==> src/rtl/fsk_frame_sched.sv <==
// Frame scheduler for the 2-FSK modulator: round-robin grant of two 16-bit
// requesters, modulator reset sequencing, per-bit timing and inter-frame gap.
module fsk_frame_sched #(
    parameter int BIT_CYCLES = 16,
    parameter int GAP_CYCLES = 4
) (
    input  logic        clk,
    input  logic        rst,
    input  logic        en,
    input  logic        req0_valid,
    input  logic [15:0] req0_data,
    output logic        req0_ready,
    input  logic        req1_valid,
    input  logic [15:0] req1_data,
    output logic        req1_ready,
    output logic        mod_rst,
    output logic [15:0] mod_data,
    output logic        busy,
    output logic        grant_id,
    output logic [3:0]  bit_idx,
    output logic        frame_done
);
    localparam int BW = $clog2(BIT_CYCLES);
    localparam int CW = 4 + BW;
    localparam int GW = (GAP_CYCLES > 1) ? $clog2(GAP_CYCLES) : 1;
    localparam logic [CW-1:0] CYC_LAST = '1;
    localparam logic [GW-1:0] GAP_LAST = GW'((GAP_CYCLES > 0) ? GAP_CYCLES - 1 : 0);

    typedef enum logic [1:0] {IDLE, LOAD, SEND, GAP} state_t;

    state_t        state;
    logic [CW-1:0] cyc;
    logic [CW-1:0] cyc_nxt;
    logic [GW-1:0] gap_cnt;
    logic          rr;
    logic          mod_rst_q;
    logic          grant_any;
    logic          winner;

    always_comb begin
        grant_any = rst & en & (state == IDLE) & (req0_valid | req1_valid);
        winner    = (req0_valid & req1_valid) ? ~rr : req1_valid;
        cyc_nxt   = cyc + 1'b1;
    end

    assign req0_ready = grant_any & ~winner;
    assign req1_ready = grant_any & winner;
    // A reset mid-frame silences the modulator in the same cycle, not one later.
    assign mod_rst    = mod_rst_q & rst;

    always_ff @(posedge clk) begin
        if (!rst) begin
            state      <= IDLE;
            cyc        <= '0;
            gap_cnt    <= '0;
            rr         <= 1'b1;
            mod_rst_q  <= 1'b0;
            mod_data   <= '0;
            busy       <= 1'b0;
            grant_id   <= 1'b0;
            bit_idx    <= '0;
            frame_done <= 1'b0;
        end else begin
            frame_done <= 1'b0;
            case (state)
                IDLE: if (grant_any) begin
                    mod_data <= winner ? req1_data : req0_data;
                    grant_id <= winner;
                    rr       <= winner;
                    busy     <= 1'b1;
                    state    <= LOAD;
                end
                LOAD: begin
                    cyc       <= '0;
                    bit_idx   <= 4'hF;
                    mod_rst_q <= 1'b1;
                    state     <= SEND;
                end
                SEND: if (cyc == CYC_LAST) begin
                    mod_rst_q  <= 1'b0;
                    bit_idx    <= '0;
                    frame_done <= 1'b1;
                    gap_cnt    <= '0;
                    if (GAP_CYCLES > 0) begin
                        state <= GAP;
                    end else begin
                        state <= IDLE;
                        busy  <= 1'b0;
                    end
                end else begin
                    cyc     <= cyc_nxt;
                    // 15 - cyc/BIT_CYCLES is the bitwise inverse of the top nibble.
                    bit_idx <= ~cyc_nxt[CW-1 -: 4];
                end
                GAP: if (gap_cnt == GAP_LAST) begin
                    state <= IDLE;
                    busy  <= 1'b0;
                end else begin
                    gap_cnt <= gap_cnt + 1'b1;
                end
                default: state <= IDLE;
            endcase
        end
    end
endmodule

==> config.mk <==
export PLATFORM = sky130hd
export DESIGN_NAME = fsk_frame_sched
export DESIGN_NICKNAME = d
export VERILOG_FILES = /design/src/rtl/fsk_frame_sched.sv
export SDC_FILE = /design/constraint.sdc
export NUM_CORES = 1
export LEC_CHECK = 0
export ABC_AREA = 1
export CELL_PAD_IN_SITES_DETAIL_PLACEMENT = 1
export CELL_PAD_IN_SITES_GLOBAL_PLACEMENT = 2
export CORE_MARGIN = 2
export CORE_UTILIZATION = 23
export DETAILED_ROUTE_END_ITERATION = 8
export PLACE_DENSITY_LB_ADDON = 0.1
export REMOVE_ABC_BUFFERS = 1
export SYNTH_ARGS = -nofsm -noshare
export SYNTH_HDL_FRONTEND = slang
export SYNTH_SLANG_ARGS = --single-unit
export TNS_END_PERCENT = 10
==> constraint.sdc <==
create_clock -name clk -period 1.7 [get_ports clk]
set_clock_uncertainty 0.2 [all_clocks]
set_input_delay 0.34 -clock clk [delete_from_list [all_inputs] [get_ports clk]]
set_output_delay 0.34 -clock clk [all_outputs]
set_load 0.1 [all_outputs]
==> impl_metrics.py <==
metrics = {
    "floorplanning": {
        "die_w_microns": 93.3,
        "io_pins": 63,
        "initial_core_util": 0.237,
        "num_rows": 32,
        "die_area_sq_um": 8700,
        "core_sq_um": 7730,
        "die_h_microns": 93.3,
    },
    "setup_path": {
        "cp-end-kind": "primary output",
        "slowest_delay_ns": 0.49,
        "crit_required_ns": 1.16,
        "path_cells": "clkdlybuf4s50_1 -> nand2_1 -> nand2_2 -> clkinv_1 -> nor2_4 -> buf_12",
        "cpMaxStageDelayCell": "clkdlybuf4s50_1",
        "cp.arrival_ns": 1.45,
        "startpoint": "req0_valid",
        "start_kind": "input port",
        "worst-path-max-fanout": 4,
        "r2r-start": "state[0]$_SDFFE_PN0P_",
        "path_class": "input port to primary output",
    },
    "layout": {
        "register_area_sq_um": 743,
        "multi_input_area_sq_um": 1020,
        "antenna_cells": 0,
        "fin_nets": 407,
        "final_util": 0.418,
        "drive_gt1_frac": 0.258,
        "syn_to_final_growth_pct": 76.4,
        "fillers": 930,
    },
    "logic_synthesis": {
        "yosysMostFrequentCell": "nand2_1",
        "synth_edf_count": 0,
        "ys_types": 23,
        "ys_seq_area_frac": 0.404,
        "yosys_most_used_dff": "dfxtp_1",
        "netlist.area_leader.share": 0.404,
        "synth_top_cells_by_count": "116 x nand2_1, 37 x dfxtp_1, 34 x a21oi_1, 17 x inv_1, 17 x nor2_1",
        "yosysWarnings": 0,
        "ys_ff_latch": 37,
        "yosys.area.top_type": "dfxtp_1",
        "syn_area_sq_um": 1830,
        "synth_area_leaders": "dfxtp_1 40%, nand2_1 24%, a21oi_1 9.3%",
        "synthCells": 273,
        "synthArstFlopShare": 0,
        "syn_avg_cell_area_sq_um": 6.71,
    },
    "detailed_routing": {
        "via_per_inst": 4.30,
        "drc": 0,
        "antenna_left": 0,
        "first_pass_iters": 4,
        "wl_per_cell_microns": 13.1,
        "vias": 2008,
        "drtIter0Drc": 47,
        "totalWireLength_microns": 6120,
    },
    "cts": {
        "clk_latency_ns": 0.30,
        "cts_buffer_depth": 2,
        "cts-root-buf": "clkbuf_8",
        "cts-htree-levels": 2,
        "cts.sinks": 37,
        "cts_made_buffers": 5,
        "path_clk_slew_ns": 0.08,
        "cts_tree": "built",
    },
    "timing": {
        "tightest_slew_ns": 0.290,
        "hold_violations": 0,
        "final-max-slew-violation-count": 0,
        "fin_ws_ns": -0.286,
        "post-route-period-util": 1.17,
        "fin_crit_ns": 1.99,
        "fmax_mhz": 504,
        "finalSetupViolCount": 2,
        "maxSlewHeadroom": 0.804,
        "rsz0062_at_grt": "yes",
    },
    "global_routing": {
        "grt_antenna_before_repair": 0,
        "grt-ovfl-total": 0,
        "first_global_vias": 2084,
        "grt_pass1_wl_microns": 10100,
        "grt_usage": 0.148,
        "grt_max_degree": 22,
    },
    "min_path": {
        "hold_class": "flop to flop",
        "min_from": "rr$_SDFFE_PN1P_",
    },
    "placement": {
        "gp_congestion": 0.805,
        "port_buffers": 62,
        "dpl.hpwl_microns": 4640,
    },
    "power": {
        "p_leak_nw": 1.36,
        "switching_share": 0.435,
        "pwr-share-comb": 0.544,
        "powerDensity_nw_per_um2": 1320,
        "total_power_mw": 4.28,
        "p_int_mw": 2.42,
        "clkPwrFrac": 0.187,
        "ir_drop_mv": 0.366,
        "seqPwrFrac": 0.270,
        "p_sw_mw": 1.86,
    },
    "job": {
        "maxCapViolCount": 0,
    },
    "status": {
        "status": "finished, violations left",
        "violations": "setup timing",
    },
}
[final cells by class]
cell class              instances  area share
repair buffers                 93       0.356
multi-input cells             207       0.315
flip-flops and latches         37       0.230
well taps                     102      0.0395
inverters                      20      0.0240
clock buffers                   5      0.0213
clock inverters                 3      0.0143
[through the flow]
| step | setup slack, ns | hold slack (ns) | setup TNS [ns] | area, sq um | cells |
|---|---|---|---|---|---|
| floorplan | -1.22 | 0.209 | -3.87 | 1780 | 264 |
| global placement | -0.497 | 0.269 | -7.12 | 3020 | 458 |
| detailed placement | -0.469 | 0.274 | -7.15 | 3020 | 458 |
| CTS | -0.307 | 0.297 | -0.606 | 3200 | 467 |
| global route | -0.364 | 0.317 | -1.07 | 3230 | 467 |
| finish | -0.286 | 0.291 | -0.539 | 3230 | 467 |
[worst max-delay path: cells and delay by family]
| kind | cells | cell delay [ns] |
|---|---|---|
| simple gates | 3 | 0.32 |
| buf+inv | 3 | 0.79 |
[flip-flops by register name (all words and copies together), names as in the netlist]
signal / cells
mod_rst_q: 1
bit_idx: 4
frame_done: 1
gap_cnt: 2
busy: 1
cyc: 8
rr: 1
grant_id: 1
mod_data: 16
state: 2
[layer usage]
layer,share of wire,vias to the layer above,track usage
met4,0.014,0,0.0441
met2,0.47,45,0.243
met5,0,-,0
met1,0.44,915,0.177
li1,-,1041,-
met3,0.076,7,0.0604
[cell usage in the layout, fill, tap and decap left out, types with 6 or more instances in the layout]
cell type / netlist / final
inv_1: 17 / 13
dfxtp_1: 37 / 35
nand2_2: 5 / 6
a21oi_1: 34 / 33
buf_12: 0 / 28
nor2_1: 17 / 15
clkdlybuf4s50_1: 0 / 35
nand2_1: 116 / 115
buf_4: 1 / 27
nand3_1: 13 / 13
[what timing repair did]
item / 4_1_cts / 5_1_grt
hold buffers: 0 / 0
buffers inserted: 1 / 0
resized for setup: 19 / 11
setup endpoints to repair: 15 / 18
pin swaps: 1 / 2
[power groups by stage]
stage	clock (mW)	sequential, mW	combinational [mW]
after floorplan	0	1.73	0.658
after global placement	0	1.16	2.20
after detailed placement	0	1.17	2.22
after CTS	0.830	1.16	2.32
after global routing	0.861	1.18	2.51
final	0.798	1.15	2.33
[path summary, 6_finish.rpt]
path | cells past startpoint | slack, ns | endpoint
setup / recovery | 6 | -0.29 | req0_ready
hold / removal | 2 | 0.29 | rr$_SDFFE_PN1P_
setup reg to reg | 11 | 0.02 | state[1]$_SDFFE_PN0P_
hold reg to reg | 2 | 0.29 | rr$_SDFFE_PN1P_
[logic make-up after synthesis]
family                   after synthesis  synth area share
flip-flops                            37             0.404
AND/OR/NAND/NOR                      159             0.365
adder cells (fa/ha/maj)                6            0.0410
buffers and inverters                 29            0.0730
AO/OA/AOI/OAI                         42             0.117
No activity file was read; power rests on OpenSTA's default activity.
